### src/rtl/aes_stream_engine.sv
// aes_stream_engine: engine-side datapath for the AES HWPE.
// Packs plaintext stream words into one cipher block, hands it to the cipher
// core over req/ack, then serialises the ciphertext onto the sink stream.
module aes_stream_engine #(
    parameter  int unsigned DATA_WIDTH  = 32,
    parameter  int unsigned BLOCK_WIDTH = 128,
    localparam int unsigned NB_WORDS    = BLOCK_WIDTH / DATA_WIDTH,
    localparam int unsigned CNT_W       = $clog2(NB_WORDS),
    localparam int unsigned STRB_W      = DATA_WIDTH / 8
) (
    input  logic                   clk,
    input  logic                   reset_n,
    input  logic                   clear,
    input  logic                   start_i,
    input  logic                   pt_valid_i,
    output logic                   pt_ready_o,
    input  logic [DATA_WIDTH-1:0]  pt_data_i,
    input  logic [STRB_W-1:0]      pt_strb_i,
    output logic                   ct_valid_o,
    input  logic                   ct_ready_i,
    output logic [DATA_WIDTH-1:0]  ct_data_o,
    output logic [STRB_W-1:0]      ct_strb_o,
    output logic                   core_req_o,
    output logic [BLOCK_WIDTH-1:0] core_block_o,
    input  logic                   core_ack_i,
    input  logic [BLOCK_WIDTH-1:0] core_result_i,
    output logic                   busy_o,
    output logic                   done_o,
    output logic                   strb_err_o,
    output logic [CNT_W-1:0]       word_cnt_o
);

    typedef enum logic [2:0] {
        S_IDLE,
        S_LOAD,
        S_CIPHER,
        S_DRAIN,
        S_DONE
    } state_t;

    state_t                 r_state;
    state_t                 w_state_next;
    logic [CNT_W-1:0]       r_cnt;
    logic [BLOCK_WIDTH-1:0] r_block;
    logic [BLOCK_WIDTH-1:0] r_result;
    logic                   r_strb_err;
    logic [DATA_WIDTH-1:0]  w_pt_masked;
    logic                   w_pt_hs;
    logic                   w_ct_hs;
    logic                   w_last;
    logic                   w_start;

    assign w_last  = (r_cnt == CNT_W'(NB_WORDS - 1));
    assign w_pt_hs = pt_valid_i && (r_state == S_LOAD);
    assign w_ct_hs = ct_ready_i && (r_state == S_DRAIN);
    assign w_start = start_i && (r_state == S_IDLE);

    // Zero every plaintext byte whose strobe is low.
    always_comb begin
        w_pt_masked = '0;
        for (int unsigned i = 0; i < STRB_W; i++) begin
            if (pt_strb_i[i]) begin
                w_pt_masked[i*8 +: 8] = pt_data_i[i*8 +: 8];
            end
        end
    end

    // State register; clear behaves exactly like reset.
    always_ff @(posedge clk or negedge reset_n) begin
        if (!reset_n) begin
            r_state <= S_IDLE;
        end else if (clear) begin
            r_state <= S_IDLE;
        end else begin
            r_state <= w_state_next;
        end
    end

    // Next-state decode and per-state handshake outputs.
    always_comb begin
        w_state_next = r_state;
        pt_ready_o   = 1'b0;
        ct_valid_o   = 1'b0;
        core_req_o   = 1'b0;
        done_o       = 1'b0;
        case (r_state)
            S_IDLE: begin
                if (start_i) w_state_next = S_LOAD;
            end
            S_LOAD: begin
                pt_ready_o = 1'b1;
                if (w_pt_hs && w_last) w_state_next = S_CIPHER;
            end
            S_CIPHER: begin
                core_req_o = 1'b1;
                if (core_ack_i) w_state_next = S_DRAIN;
            end
            S_DRAIN: begin
                ct_valid_o = 1'b1;
                if (w_ct_hs && w_last) w_state_next = S_DONE;
            end
            S_DONE: begin
                done_o       = 1'b1;
                w_state_next = S_IDLE;
            end
            default: w_state_next = S_IDLE;
        endcase
    end

    // Word counter, block/result registers and sticky strobe error.
    // The counter is shared between LOAD and DRAIN; it wraps to 0 at the end of each.
    always_ff @(posedge clk or negedge reset_n) begin
        if (!reset_n) begin
            r_cnt      <= '0;
            r_block    <= '0;
            r_result   <= '0;
            r_strb_err <= 1'b0;
        end else if (clear) begin
            r_cnt      <= '0;
            r_block    <= '0;
            r_result   <= '0;
            r_strb_err <= 1'b0;
        end else begin
            if (w_start) begin
                r_cnt      <= '0;
                r_strb_err <= 1'b0;
            end
            if (w_pt_hs) begin
                r_block[r_cnt*DATA_WIDTH +: DATA_WIDTH] <= w_pt_masked;
                r_cnt <= w_last ? '0 : r_cnt + 1'b1;
                if (pt_strb_i != '1) r_strb_err <= 1'b1;
            end
            if ((r_state == S_CIPHER) && core_ack_i) begin
                r_result <= core_result_i;
            end
            if (w_ct_hs) begin
                r_cnt <= w_last ? '0 : r_cnt + 1'b1;
            end
        end
    end

    assign ct_data_o    = r_result[r_cnt*DATA_WIDTH +: DATA_WIDTH];
    assign ct_strb_o    = '1;
    assign core_block_o = r_block;
    assign busy_o       = (r_state != S_IDLE);
    assign strb_err_o   = r_strb_err;
    assign word_cnt_o   = r_cnt;

endmodule

### config.mk
export PLATFORM = sky130hd
export DESIGN_NAME = aes_stream_engine
export DESIGN_NICKNAME = d
export VERILOG_FILES = /design/src/rtl/aes_stream_engine.sv
export SDC_FILE = /design/constraint.sdc
export NUM_CORES = 1
export LEC_CHECK = 0
export BUFFER_PORTS_ARGS = -buffer_cell sky130_fd_sc_hd__buf_2
export CELL_PAD_IN_SITES_DETAIL_PLACEMENT = 1
export CELL_PAD_IN_SITES_GLOBAL_PLACEMENT = 2
export CORE_ASPECT_RATIO = 0.5
export CORE_MARGIN = 4
export CORE_UTILIZATION = 35
export CTS_BUF_LIST = sky130_fd_sc_hd__clkbuf_4
export CTS_CLUSTER_DIAMETER = 30
export CTS_CLUSTER_SIZE = 28
export DETAILED_ROUTE_END_ITERATION = 6
export PLACE_DENSITY = 0.83
export SYNTH_ARGS = -nofsm -noshare
export SYNTH_HDL_FRONTEND = slang
export SYNTH_SLANG_ARGS = --single-unit
### constraint.sdc
create_clock -name clk -period 2.9 [get_ports clk]
set_clock_uncertainty 0.1 [all_clocks]
set_input_delay 0.58 -clock clk [delete_from_list [all_inputs] [get_ports clk]]
set_output_delay 0.58 -clock clk [all_outputs]
set_load 0.02 [all_outputs]
* After elaboration in Yosys (flattened, before gate mapping)
Cells that the tools add are included.
Storage, ports and cells: bits in registers 262, input port bits 171, output and inout port bits 172, logic and storage cells 60
Operators by class: add/sub/neg operators 2, equality and inequality tests 10, shift-type cells 3, multiplexer cells 28, reductions and logical operators 12
Operators by type and width (number):
- $mux W128 | 4
- $bwmux W128 | 1
- $shift A32 B34 Y128 const A | 1
- $shiftx A128 B8 Y32 | 1
- $shiftx A32 B34 Y128 | 1
- $neg A7 Y34 | 1
- $mux W8 | 4
- $mux W3 | 5
- $pmux W3 S4 | 1
- $mux W2 | 5
- $mux W1 | 8
- $eq A3 B2 Y1 const B | 2
- $logic_and A1 B1 Y1 | 6
- $ne A3 B2 Y1 const B | 2
- $ne A3 B3 Y1 const B | 2
- $ne A4 B4 Y1 const B | 1
- $reduce_and A4 Y1 | 1
- $reduce_bool A2 Y1 | 2
- $reduce_bool A4 Y1 | 1
- $eq A3 B1 Y1 const B | 1
- $eq A3 B3 Y1 const B | 1
- $logic_not A3 Y1 | 1
- $reduce_bool A3 Y1 | 1
- $add A2 B1 Y2 const B | 1
- $eq A2 B2 Y1 const B | 1

* Longest topological paths before layout
Gate-level depths: netlist (run 1).
depth in word-level cells 6, depth in mapped cells 9, depth with buffers taken out 5

* Worst setup path after synthesis (run 1)
OpenSTA, ideal clock, no wires.
path type reg-to-reg, from reg r_cnt[1], in the netlist word_cnt_o[1], to reg r_block[48], in the netlist core_block_o[48], setup time 0.120 ns, arrival 2.305 ns, data required time 2.680 ns, slack 0.375 ns, stages on the path, launching flop included 9, buffers on the path 4, period minus slack after synthesis 2.525 ns, cell sequence dfrtp_1 -> clkbuf_1 -> buf_1 -> inv_1 -> ha_1 -> and4_1 -> buf_2 -> buf_2 -> a31o_2
Between the ends: longest elaborated chain between the ends 5, elaborated cells on any way between the ends 6, classes of those cells add/sub: 1; shift: 2; mux: 3
RTL lines:
- from (decl) | line 43 | logic [CNT_W-1:0] r_cnt;
- from (signal assigned) | line 130 | r_cnt <= w_last ? '0 : r_cnt + 1'b1;
- from (signal assigned) | line 137 | r_cnt <= w_last ? '0 : r_cnt + 1'b1;
- $neg A7 Y34 (*) | line 129 | r_block[r_cnt*DATA_WIDTH +: DATA_WIDTH] <= w_pt_masked;
- $shiftx A32 B34 Y128 / $shift A32 B34 Y128 (equally long branches) | line 129
- $bwmux W128 (*) | line 129
- $mux W128 (*) | line 128 | if (w_pt_hs) begin
- $mux W128 (*) | line 118 | end else if (clear) begin
- to (signal, indexed assignment) | line 129
- to (decl) | line 44 | logic [BLOCK_WIDTH-1:0] r_block;
Every way passes the cells marked *; elsewhere a longest branch is shown, timed or not. The select of a mux whose other input is x is not followed. A chain may end at the register's enable or synchronous reset.

* Final worst setup path (run 1)
from reg r_cnt[0], in the netlist word_cnt_o[0], to out ct_data_o[5]
Between the ends: longest elaborated chain between the ends 1
RTL lines:
- $shiftx A128 B8 Y32 | line 142 | assign ct_data_o = r_result[r_cnt*DATA_WIDTH +: DATA_WIDTH];
- to (decl) | line 21 | output logic [DATA_WIDTH-1:0] ct_data_o,
Every way passes these cells.

==> results.json, run 1 <==
{
  "rsz0062_at_grt": "yes",
  "cpPeakStageDelay_ns": 0.55,
  "min_period_over_period_pct": 98.9,
  "ctsHtreeMaxLevel": 2,
  "grt_pass1_vias": 11700,
  "place_congestion": 0.798,
  "min_from": "pt_data_i[9]",
  "grt_start_max_net_pins": 97,
  "port_buffers": 338,
  "fillerInstances": 3601,
  "critical_path_peak_fanout": 6,
  "hold_violations": 0,
  "crit_type": "reg2out",
  "reg2reg_from": "word_cnt_o[0]$_DFFE_PN0P_",
  "antenna_left": 0,
  "cts_buffer_depth": 3,
  "crit_family": "multiplexers",
  "ys.flop_type": "dfrtp_1",
  "use_met2_pct": 42.4,
  "slew_violations": 0,
  "cp_common_cell": "buf_6",
  "ys_warn_count": 0,
  "p_sw_share_pct": 28.0,
  "antenna_found_initial": 3,
  "cpMaxStageDelayCell": "mux4_2",
  "cts_root_buffer": "clkbuf_4",
  "ios": 343,
  "clk_pin_slew_ns": 0.11,
  "r2r_slack_ns": 0.24,
  "vias_per_cell": 5.48,
  "worst_setup_path_end_kind": "primary output",
  "grt_use_met1_pct": 29.5,
  "power_frac_comb_pct": 10.4,
  "wl_um": 46100,
  "firstDrtPassIters": 4,
  "yosysTopAreaCell": "dfrtp_1",
  "r2r-end": "core_block_o[62]$_DFFE_PN0P_",
  "synth_top_family_by_area": "compound AO/OA/AOI/OAI gates",
  "fmax_mhz": 349,
  "intPower_w": 0.00545,
  "num_rows": 47,
  "synthAdderAreaFrac_pct": 0.624,
  "multi_input_area_um2": 4880,
  "holdPathEnd": "core_block_o[9]$_DFFE_PN0P_",
  "die_w_um": 270,
  "hold_path_depth": 3,
  "grt_overflow": 0,
  "grt_pass1_wl_um": 71300,
  "tritoncts": "done",
  "synth.distinct_cells": 40,
  "seq_area_um2": 6560,
  "seqPwrFrac_pct": 48.6,
  "slew-limit-headroom_pct": 42.0,
  "die-area_um2": 37600,
  "synth_enable_flop_cells": 0,
  "synth-simple-area-share_pct": 13.7,
  "p_per_area_nw_per_um2": 457,
  "dp_hpwl_um": 28300,
  "p_leak_nw": 8.05,
  "yosys.area.top_type_share_pct": 54.5,
  "clkSinkCount": 262,
  "setup-tns-final_ns": 0,
  "outcome": "finished, final reports clean",
  "vias": 10600,
  "p_total_w": 0.00757,
  "post-route-min-period_ns": 2.87,
  "ys_seq_area_share_pct": 54.5,
  "required_ns": 2.22,
  "setup_viol": 0,
  "cp_num_buf_inv": 3,
  "crit_arrival_ns": 2.19,
  "chipHeight_um": 139,
  "syn-instance-count": 1003,
  "cap_viol_max_count": 0,
  "synthArstFlopShare_pct": 100,
  "cts_inserted_buffers": 46,
  "synth_common_cells": "dfrtp_1 (262), nand2b_1 (129), a22o_1 (128), a21oi_1 (64), nand4_1 (64)",
  "synthXorXnorAreaFrac_pct": 0,
  "grt_busiest_layer": "met2",
  "wl_per_cell_um": 23.9,
  "vdd_drop_max_uv": 239,
  "r2r_cells": 6,
  "yosys_register_bits": 262,
  "startpoint_type": "flip-flop",
  "fin_nets": 1628,
  "utilization_pct": 49.5,
  "tightest_slew_ns": 0.870,
  "initial_utilization_pct": 36.0,
  "grtUsageMet3_pct": 4.55,
  "drtIter0Drc": 727,
  "avgSynthCellArea_um2": 12.0,
  "fp.coreArea_um2": 33500,
  "area_growth_pct": 37.6,
  "clk_latency_ns": 0.71,
  "yosysMostFrequentCell": "dfrtp_1",
  "clockPowerShare_pct": 41.1,
  "grtUsageTotal_pct": 23.9,
  "synthMuxAreaShare_pct": 6.33,
  "post-route-drc-count": 0,
  "final_layout_size_suffix_gt1_share_pct": 35.7,
  "hold_path.class": "in2reg",
  "p_switching_w": 0.00212,
  "mappedNetlistArea_um2": 12000,
  "synth_compound_area_share_pct": 19.6,
  "synthTopCellsByArea": "dfrtp_1 (54%), a22o_1 (9.3%), nand2b_1 (6.7%), mux4_2 (6.0%), nand4_1 (3.3%)",
  "path_cells": "buf_6 > buf_16 > mux4_2 > buf_6"
}
-- worst reg2reg max path, delay by kind of cell (launching register included) --
family          cells  cell delay (ns)
fa+ha+maj           1             0.46
compound gates      1             0.18
buf+inv             3             0.59
flops               1             0.45
simple gates        1             0.82
-- kinds of logic after synthesis --
logic type / after synthesis
mux: 36
flops: 262
fa+ha+maj: 6
simple gates: 256
buf+inv: 118
compound gates: 324
other cells: 1
-- registers in the layout, summed over array words and instances (netlist names) --
name          flops
r_state           3
r_result        128
core_block_o    128
strb_err_o        1
word_cnt_o        2
-- layout by cell type, fill, tap and decap left out, drive strengths merged, types with 52 or more instances in the layout --
cell	n
buf	379
dlygate4sd3	129
clkbuf	52
a31o	62
a22o	128
dfrtp	262
nand4	64
a21oi	64
nand2b	129
o21ai	64
-- through the flow --
| step | worst slack (ns) | cell area, um2 | hold WS [ns] | std cells |
|---|---|---|---|---|
| 2_1_floorplan | 0.375 | 12000 | 0.184 | 1006 |
| 3_3_place_gp | 0.437 | 14100 | 0.377 | 1705 |
| 3_5_place_dp | 0.309 | 14100 | 0.376 | 1705 |
| 4_1_cts | -0.0545 | 16300 | 0.0136 | 1919 |
| 5_1_grt | -0.0739 | 16600 | 0.0189 | 1927 |
| 6_report | 0.0313 | 16600 | 0.0871 | 1927 |
-- power by group through the flow --
stage | sequential [W] | clock, W | combinational (W)
floorplan | 0.00376 | 0 | 0.000250
global placement | 0.00375 | 0 | 0.000577
detailed placement | 0.00375 | 0 | 0.000594
CTS | 0.00367 | 0.00316 | 0.000760
global route | 0.00368 | 0.00340 | 0.000845
finish | 0.00367 | 0.00311 | 0.000784
-- layout make-up --
class,count,share of cell area (%)
clock inverter,31,2.10
timing repair buffer,512,23.2
clock buffer,49,2.22
antenna,3,0.0453
sequential,262,39.6
multi-input combinational,626,29.4
inverter,3,0.0680
tap,441,3.33
-- what timing repair did --
action,CTS,global route
buffers inserted,2,2
endpoints found under the hold margin,217,0
setup endpoints to repair,32,32
gates resized for setup,8,61
cloned,3,3
hold buffers,129,0
-- worst max path at each step --
stage / depth (start not counted) / to / slack [ns] / startpoint
global route: 4 / ct_data_o[30] / -0.07 / word_cnt_o[0]$_DFFE_PN0P_
CTS: 4 / ct_data_o[15] / -0.05 / word_cnt_o[0]$_DFFE_PN0P_
detailed placement: 5 / core_block_o[95]$_DFFE_PN0P_ / 0.31 / word_cnt_o[1]$_DFFE_PN0P_
global placement: 5 / core_block_o[73]$_DFFE_PN0P_ / 0.44 / word_cnt_o[1]$_DFFE_PN0P_
finish: 4 / ct_data_o[5] / 0.03 / word_cnt_o[0]$_DFFE_PN0P_
floorplan: 8 / core_block_o[48]$_DFFE_PN0P_ / 0.38 / word_cnt_o[1]$_DFFE_PN0P_
-- routing by layer --
layer	vias up	wire length, um
li1	4658	-
met1	5442	18400
met2	346	23800
met3	112	2290
met4	0	1590
met5	-	0
No activity file was read; power rests on OpenSTA's default activity.
==> inputs of run 2 (changes only) <==
--- a/config.mk
+++ b/config.mk
@@ -9,7 +9,6 @@
 export CELL_PAD_IN_SITES_DETAIL_PLACEMENT = 1
 export CELL_PAD_IN_SITES_GLOBAL_PLACEMENT = 2
 export CORE_ASPECT_RATIO = 0.5
-export CORE_MARGIN = 4
 export CORE_UTILIZATION = 35
 export CTS_BUF_LIST = sky130_fd_sc_hd__clkbuf_4
 export CTS_CLUSTER_DIAMETER = 30
==> run 2 against run 1 <==
Compared with the run above: non-clock buffer count decreased by 5; first-iteration DRC count decreased by 7.2%; sequential share of layout area increased by 0.93 points; final area decreased by 2.3%; clock-buffer cell count decreased by 2; sequential power about the same; via count decreased by 0.24%; worst setup slack improved by 0.074 ns; wire length decreased by 3.2%; cell count about the same.
==> results.json, run 2 (synthesis results as in run 1) <==
{
  "startpoint_type": "flip-flop",
  "vdd_drop_max_uv": 271,
  "fin_nets": 1621,
  "cts_inserted_buffers": 44,
  "grtUsageTotal_pct": 25.4,
  "clkSinkCount": 262,
  "ios": 343,
  "rsz0062_at_grt": "yes",
  "area_growth_pct": 34.5,
  "setup-tns-final_ns": 0,
  "grt_start_max_net_pins": 84,
  "final_layout_size_suffix_gt1_share_pct": 35.2,
  "die_w_um": 264,
  "critical_path_peak_fanout": 18,
  "tightest_slew_ns": 0.676,
  "slew_violations": 0,
  "fp.coreArea_um2": 33500,
  "cts_root_buffer": "clkbuf_4",
  "final_common_cell": "buf_2",
  "setup_slack_ns": 0.106,
  "hold_path.class": "in2reg",
  "antenna_left": 0,
  "setup_viol": 0,
  "drtIter0Drc": 675,
  "clk_pin_slew_ns": 0.10,
  "outcome": "finished, final reports clean",
  "grt_pass1_vias": 11700,
  "crit_arrival_ns": 2.11,
  "tritoncts": "done",
  "grt_pass1_wl_um": 69100,
  "chipHeight_um": 133,
  "vias": 10500,
  "hold_path_depth": 3,
  "ctsHtreeMaxLevel": 2,
  "dp_hpwl_um": 27400,
  "antenna_found_initial": 8,
  "slew-limit-headroom_pct": 55.0,
  "required_ns": 2.22,
  "wl_um": 44600,
  "dp_slack_ns": 0.587,
  "min_period_over_period_pct": 96.4,
  "initial_utilization_pct": 36.0,
  "crit_type": "reg2out",
  "vias_per_cell": 5.47,
  "post-route-min-period_ns": 2.79,
  "firstDrtPassIters": 5,
  "grt_overflow": 0,
  "p_leak_nw": 7.95,
  "die-area_um2": 35200,
  "fmax_mhz": 358,
  "wl_per_cell_um": 23.2,
  "r2r_cells": 8,
  "num_rows": 47,
  "p_per_area_nw_per_um2": 450,
  "port_buffers": 338,
  "cts_buffer_depth": 3,
  "place_congestion": 0.867,
  "p_total_w": 0.00728,
  "worst_setup_path_end_kind": "primary output",
  "hold_violations": 0,
  "post-route-drc-count": 0,
  "clk_latency_ns": 0.68,
  "cap_viol_max_count": 0,
  "layout_common_cells": "buf_2 (334), dfrtp_1 (260), dlygate4sd3_1 (130), nand2b_1 (129), a22o_1 (128)",
  "utilization_pct": 48.4
}
-- run 2: cell types whose count changed in the layout (fill, tap and decap cells not counted), sizes merged --
| cell | previous run | this run |
|---|---|---|
| clkinv | 16 | 21 |
| diode | 3 | 8 |
| clkbuf | 52 | 48 |
| buf | 379 | 376 |
| clkinvlp | 5 | 2 |
| bufinv | 6 | 4 |
| bufbuf | 1 | 0 |
| dlygate4sd3 | 129 | 130 |
| inv | 7 | 8 |
-- run 2: layout make-up --
type | count | area, um2
Antenna cell | 8 | 20.0
Tap cell | 441 | 552
Clock inverter | 32 | 299
Multi-Input combinational cell | 626 | 4880
Sequential cell | 262 | 6560
Fill cell | 3631 | 17300
Clock buffer | 47 | 353
Inverter | 3 | 11.3
Timing Repair Buffer | 507 | 3510
-- run 2: per-layer routing --
layer | global-route usage [%] | share of wire (%)
met4 | 9.98 | 3.3
met2 | 44.3 | 51
met3 | 5.05 | 5.0
met1 | 31.0 | 40
met5 | 0 | 0
-- run 2: final timing paths --
check	startpoint	end	slack [ns]
hold / removal	pt_data_i[9]	core_block_o[9]$_DFFE_PN0P_	0.11
hold reg to reg	r_result[34]$_DFFE_PN0P_	r_result[34]$_DFFE_PN0P_	0.41
min in group asynchronous	reset_n	r_result[105]$_DFFE_PN0P_	0.35
max in group asynchronous	reset_n	core_block_o[14]$_DFFE_PN0P_	1.58
setup reg to reg	word_cnt_o[0]$_DFFE_PN0P_	core_block_o[92]$_DFFE_PN0P_	0.37
setup / recovery	word_cnt_o[0]$_DFFE_PN0P_	ct_data_o[17]	0.11
-- run 2: metrics by stage --
step	area [um2]	std cells	hold WS [ns]
floorplan	12000	1006	0.184
global placement	14100	1703	0.377
detailed placement	14100	1703	0.377
CTS	16100	1915	0.0396
global route	16200	1926	0.0650
finish	16200	1926	0.111
-- run 2: critical path, cell delays in order, from the launching register on --
cell and delay, ns:
dfrtp_2 0.39, buf_12 0.13, buf_16 0.20, mux4_2 0.54, buf_2 0.18
-- run 2: power by group --
group | leakage, nW | switching (W) | total, W | internal, W
Sequential | 3.65 | 0.0000102 | 0.00367 | 0.00366
Clock | 0.362 | 0.00162 | 0.00285 | 0.00123
Combinational | 3.93 | 0.000418 | 0.000754 | 0.000336
Total | 7.95 | 0.00205 | 0.00728 | 0.00523
-- run 2: what timing repair did --
item / CTS / global route
resized for setup: 5 / 0
hold buffers: 130 / 0
endpoints found under the hold margin: 195 / 0
gates cloned: 1 / 2
setup endpoints to repair: 32 / 18
setup buffers: 2 / 1
